$ cat src/rtl/i2s_transmitter.sv
// Master-mode I2S transmitter: generates bclk/lrclk and serialises one left/right
// sample pair per frame, fed through a single-entry holding register (stb/ack).
module i2s_transmitter #(
    parameter int bclk_divide = 8,
    parameter int slot_bits   = 32,
    parameter int data_bits   = 24
) (
    input  logic                 clk,
    input  logic                 rst_n,
    input  logic [data_bits-1:0] left_in,
    input  logic [data_bits-1:0] right_in,
    input  logic                 in_stb,
    output logic                 in_ack,
    output logic                 bclk_out,
    output logic                 lrclk_out,
    output logic                 dout_out,
    output logic                 underrun_out
);

    localparam int FRAME_BITS = 2 * slot_bits;
    localparam int DIV_W      = (bclk_divide > 1) ? $clog2(bclk_divide) : 1;
    localparam int POS_W      = $clog2(FRAME_BITS);

    localparam logic [DIV_W-1:0] DIV_LAST   = DIV_W'(bclk_divide - 1);
    localparam logic [POS_W-1:0] POS_LAST   = POS_W'(FRAME_BITS - 1);
    localparam logic [POS_W-1:0] POS_RIGHT  = POS_W'(slot_bits);

    logic [DIV_W-1:0]      r_div;
    logic [POS_W-1:0]      r_pos;
    logic [FRAME_BITS-1:0] r_shift;
    logic [data_bits-1:0]  r_left;
    logic [data_bits-1:0]  r_right;
    logic                  r_full;

    logic                  w_div_tc;
    logic                  w_fall;
    logic                  w_load;
    logic                  w_capture;
    logic [POS_W-1:0]      w_pos_next;
    logic [FRAME_BITS-1:0] w_frame;

    assign w_div_tc   = (r_div == DIV_LAST);
    assign w_fall     = w_div_tc & bclk_out;
    assign w_load     = w_fall & (r_pos == '0);
    assign w_capture  = in_stb & in_ack;
    assign w_pos_next = (r_pos == POS_LAST) ? '0 : r_pos + 1'b1;

    // Each sample is left-justified in its slot; the slot tail is zero padding.
    always_comb begin
        w_frame = '0;
        w_frame[FRAME_BITS-1 -: data_bits] = r_left;
        w_frame[slot_bits-1  -: data_bits] = r_right;
    end

    always_ff @(posedge clk or negedge rst_n) begin
        if (!rst_n) begin
            r_div        <= '0;
            r_pos        <= '0;
            r_shift      <= '0;
            r_left       <= '0;
            r_right      <= '0;
            r_full       <= 1'b0;
            in_ack       <= 1'b0;
            bclk_out     <= 1'b0;
            lrclk_out    <= 1'b0;
            dout_out     <= 1'b0;
            underrun_out <= 1'b0;
        end else begin
            r_div <= w_div_tc ? '0 : r_div + 1'b1;
            if (w_div_tc) begin
                bclk_out <= ~bclk_out;
            end

            // Data and word select move only on bclk falling, one bit behind lrclk.
            if (w_fall) begin
                r_pos     <= w_pos_next;
                lrclk_out <= (w_pos_next >= POS_RIGHT);
                if (w_load) begin
                    r_shift  <= r_full ? w_frame : '0;
                    dout_out <= r_full ? w_frame[FRAME_BITS-1] : 1'b0;
                end else begin
                    r_shift  <= r_shift << 1;
                    dout_out <= r_shift[FRAME_BITS-2];
                end
            end

            underrun_out <= w_load & ~r_full;

            // Load only consumes a full register and capture needs it empty,
            // so a capture coinciding with a mute load survives for the next frame.
            if (w_load && r_full) begin
                r_full <= 1'b0;
            end
            if (w_capture) begin
                r_full  <= 1'b1;
                r_left  <= left_in;
                r_right <= right_in;
            end

            in_ack <= w_capture ? 1'b0 : ~r_full;
        end
    end

endmodule

$ cat config.mk
export PLATFORM = sky130hd
export DESIGN_NAME = i2s_transmitter
export DESIGN_NICKNAME = d
export VERILOG_FILES = /design/src/rtl/i2s_transmitter.sv
export SDC_FILE = /design/constraint.sdc
export NUM_CORES = 1
export LEC_CHECK = 0
export BUFFER_PORTS_ARGS = -buffer_cell sky130_fd_sc_hd__clkbuf_2
export CAP_MARGIN = 25
export CORE_UTILIZATION = 50
export CTS_CLUSTER_SIZE = 24
export DETAILED_ROUTE_END_ITERATION = 12
export HOLD_SLACK_MARGIN = 0.15
export PLACE_DENSITY = 0.7
export SYNTH_ARGS = -nofsm -noshare
export SYNTH_HDL_FRONTEND = slang
export SYNTH_SLANG_ARGS = --single-unit
export TNS_END_PERCENT = 10
$ cat constraint.sdc
create_clock -name clk -period 2.24 [get_ports clk]
set_clock_uncertainty 0.15 [all_clocks]
set_input_delay 0.112 -clock clk [delete_from_list [all_inputs] [get_ports clk]]
set_output_delay 0.112 -clock clk [all_outputs]
set_load 0.03 [all_outputs]
# After elaboration in Yosys (flattened, before gate mapping)
# Cells that the tools add are included.
# Widths: inputs -> output; s select.
# word_totals
regBits,126
inputBits,51
elab_cells,34
# classes
addsub,2
magnitude_cmp,1
eq_ne,2
mux,9
bitwise,6
reduce_logical,3
# ops
operator,count
$mux 63,2
$add 6x1->6 const B,1
$eq 6x6->1 const B,1
$ge 6x6->1 const B,1
$logic_not 6->1,1
$mux 6,1
$mux 1,5
$and 1x1->1,4
$add 3x1->3 const B,1
$eq 3x3->1 const B,1
$mux 3,1
$not 1->1,2
$reduce_bool 2->1,1
$logic_and 1x1->1,1

# Depth between registers and ports, before layout
# depth
ltp_word,6
ltp_mapped,7
depth_no_buf,5

# Least setup slack after synthesis
# Ideal clock, no wire load.
# synth_path
kind,register to register
start,register r_pos[0]
end,register r_shift[16]
setup_time_ps,138
arrival_time_ps,1532
path_slack_ps,420
path_stages_with_launch,7
synth_period_minus_slack_ps,1820
cell_sequence,dfrtp_1 inv_1 ha_1 or4b_4 clkbuf_2 o21ai_0 a31oi_1
# synth_between
elab_chain_len,3
# synth_rtl
item,line,rtl
"start, declared",29,logic [POS_W-1:0] r_pos;
"start signal, assigned",76,r_pos <= w_pos_next;
$logic_not 6->1,44,assign w_load = w_fall & (r_pos == '0);
$and 1x1->1,44,
$mux 63,78,if (w_load) begin
"end signal, assigned",79,r_shift <= r_full ? w_frame : '0;
"end signal, assigned",82,r_shift <= r_shift << 1;
"end, declared",30,logic [FRAME_BITS-1:0] r_shift;
# No other way between the ends.
# A chain may end at the register's enable or synchronous reset.

# Worst setup path in the final report
# layout_path
start,register r_pos[0]
end,register r_shift[28]
# Same word-level chain as after synthesis.

==> flow_summary_export.csv <==
group,metric,value,unit
run_status,status,"complete, no violations",
worst_setup_path,critical_path_buf_inv_count,1,
power_and_ir_drop,ir_drop,0.660,mV
worst_setup_path,slowest_stage,"or4b_4",
layout,layout.nets,615,
power_and_ir_drop,netSwitchingPower,1.44,mW
placement,place_area,0.00550,sq mm
worst_setup_path,cp_top_family,"simple AND/OR/NAND/NOR gates",
logic_synthesis,syn_area,0.00515,sq mm
clock_tree,cts_tree,"built",
worst_setup_path,start_kind,"flip-flop",
worst_setup_path,max_stage_delay,720,ps
layout,fill_cells,728,
timing,slew_viol_final,0,
floorplanning,die_h,103,microns
floorplanning,rows,36,
drt,dr_total_vias,4049,
worst_setup_path,crit_fanout,50,
clock_tree,clk_pin_slew_worst_paths,60,ps
timing,whs,215,ps
timing,max_freq,467,MHz
power_and_ir_drop,total_leakage_power,2.89,nW
global_route,grt_start_max_net_pins,51,
logic_synthesis,syn_area_per_cell,11.0,sq um
power_and_ir_drop,pwr-share-clk,0.473,
layout,fin_util,0.679,
placement,place.port_buffers,55,
drt,drtIter0Drc,236,
clock_tree,cts_buffers,17,
hold_path,hold_path_class,"in -> reg",
drt,first_pass_iters,5,
logic_synthesis,synth_nets,521,
layout,layout_commonest_cell,"dfrtp_1",
timing,worstMarginPinSlew,519,ps
clock_tree,htree_levels,4,
timing,hold_violations,0,
worst_setup_path,cp_data_required_time,2480,ps
drt,vias_per_cell,5.74,
flow_run,maxCapViolations,0,
global_route,grt_usage,0.236,
logic_synthesis,yosys_warnings,0,
drt,drc,0,
layout,final_cell_mix,"dfrtp_1 (117), o21ai_0 (57), clkbuf_2 (54)",
clock_tree,cts_setup_buffers,0,
global_route,grt_pass1_vias,3921,
clock_tree,cts_buffer_depth,2,
floorplanning,die_area,0.0107,sq mm
timing,period_minus_slack,2140,ps
logic_synthesis,ys_seq_area_frac,0.574,
timing,finalCritPeriodShare,0.956,
timing,finalSetupViolCount,0,
logic_synthesis,syn_inst,466,
global_route,antenna_found_initial,0,
power_and_ir_drop,power_density,965,mW/mm^2
placement,dp_hpwl,6250,microns
timing,timing.slew.headroom,0.654,
floorplanning,die_w,103,microns
layout,diodes,0,
layout,drive_gt1_frac,0.272,
placement,gp_congestion,0.797,
worst_setup_path,crit_start,"r_pos[0]",
global_route,grt_overflow,0,
clock_tree,cts-root-buf,"clkbuf_8",
floorplanning,start_util,0.522,
logic_synthesis,synth.distinct_cells,33,
power_and_ir_drop,power_frac_comb,0.100,
power_and_ir_drop,switching_share,0.223,
layout,stdcell_area,0.00670,sq mm
worst_setup_path,rr_startpoint,"r_pos[0]",
drt,routed_wl,11500,microns
power_and_ir_drop,seqPwrFrac,0.427,
worst_setup_path,path_class,"reg -> reg",
worst_setup_path,crit_path_cell_trace,"inv_1, ha_2, or4b_4, o21ai_0, a31oi_1",
floorplanning,io_pins,56,
global_route,grt_pass1_wl,19000,microns
worst_setup_path,end_kind,"flip-flop",
logic_synthesis,synth_seq_cells,118,
worst_setup_path,cp.arrival,2380,ps
layout,area_delta_synth_final,30.1,%
timing,rsz0062_at_grt,"yes",
floorplanning,core,0.00986,sq mm
drt,ant_nets,0,
power_and_ir_drop,internal_power,5.03,mW
drt,wl_per_cell,16.3,microns
clock_tree,clock-sinks,118,
hold_path,hp-start,"left_in[5]",
clock_tree,clock_latency,520,ps
==> cell usage after synthesis <==
cell	n	area, sq um
o211ai_1	1	7.51
and3_1	1	6.26
and2_1	1	6.26
o41ai_1	1	8.76
nor3_1	1	5.00
xnor2_1	2	17.5
buf_2	12	60.1
nand2_1	23	86.3
or4b_4	1	13.8
buf_6	4	45.0
o21ai_0	59	295
buf_4	4	30.0
nor2b_1	2	12.5
dlygate4sd1_1	4	35.0
ha_1	4	50.1
a21oi_1	2	10.0
clkbuf_2	3	15.0
or3_1	1	6.26
inv_1	2	7.51
mux2_2	48	541
nand3_1	2	10.0
nand4_1	48	300
o31ai_1	3	22.5
nor2_1	49	184
a22o_1	1	8.76
a32oi_1	1	8.76
clkbuf_1	16	60.1
xor2_1	1	8.76
nor4_1	1	6.26
clkbuf_4	1	7.51
dfrtp_1	118	2950
a31oi_1	48	300
nor2_8	1	20.0
==> logic make-up after synthesis <==
kind of cell / count (synthesis) / synth area share
compound gates: 116 / 0.129
xor+xnor: 3 / 0.00510
fa+ha+maj: 4 / 0.00972
buf+inv: 46 / 0.0505
flops: 118 / 0.574
mux: 48 / 0.105
simple gates: 131 / 0.128
==> power by group through the flow <==
stage | sequential (mW) | clock [mW] | combinational [mW]
finish | 2.76 | 3.06 | 0.646
global route | 2.80 | 3.19 | 0.717
detailed placement | 2.78 | 0 | 0.564
floorplan | 2.70 | 0 | 0.414
global placement | 2.77 | 0 | 0.534
CTS | 2.75 | 3.08 | 0.647
==> path summary, 6_finish.rpt <==
| kind | endpoint | slack [ps] | depth (start not counted) |
|---|---|---|---|
| worst min register to register | r_div[0] | 280 | 1 |
| max in group asynchronous | r_right[8] | 1100 | 4 |
| worst min-delay path | r_left[5] | 210 | 3 |
| min in group asynchronous | dout_out | 590 | 4 |
| worst max register to register | r_shift[28] | 100 | 5 |
| worst max-delay path | r_shift[28] | 100 | 5 |
==> worst min-delay path, cell delays in order <==
cell           delay [ps]
dlygate4sd3_1         520
clkbuf_2               90
mux2_2                120
==> repair_timing <==
item | CTS | global route
hold endpoints to repair | 168 | 0
gates resized for setup | 0 | 2
hold buffers | 52 | 0
endpoints found under the setup margin | 0 | 4
==> routing by layer <==
| layer | GRT usage | share of wire | up-vias |
|---|---|---|---|
| met3 | 0.0565 | 0.045 | 16 |
| met5 | 0 | 0 | - |
| met2 | 0.394 | 0.50 | 106 |
| met4 | 0.0845 | 0.016 | 0 |
| met1 | 0.303 | 0.43 | 2033 |
| li1 | - | - | 1894 |
==> area by class of cell <==
cell class	count	area (sq um)	area share
Timing Repair Buffer	119	948	0.142
Inverter	2	7.51	0.00112
Sequential cell	118	2950	0.441
Multi-Input combinational cell	302	1960	0.292
Clock inverter	13	225	0.0336
Tap cell	133	166	0.0248
Clock buffer	19	442	0.0659
==> per-stage QoR <==
step	setup WS (ps)	TNS, ps	std cells	power [mW]
CTS	87.2	0	706	6.48
finish	98.6	0	706	6.47
floorplan	420	0	466	3.11
global placement	139	0	622	3.31
detailed placement	84.9	0	622	3.35
global route	-4.64	-8.96	706	6.70
==> flip-flops by register name, summed over array words and instances, names as in the netlist <==
register / count
bclk_out: 1
r_div: 3
r_pos: 6
lrclk_out: 1
underrun_out: 1
r_right: 24
in_ack: 1
r_shift: 55
r_full: 1
dout_out: 1
r_left: 24
Note: power is estimated with default switching activity, not from simulation.
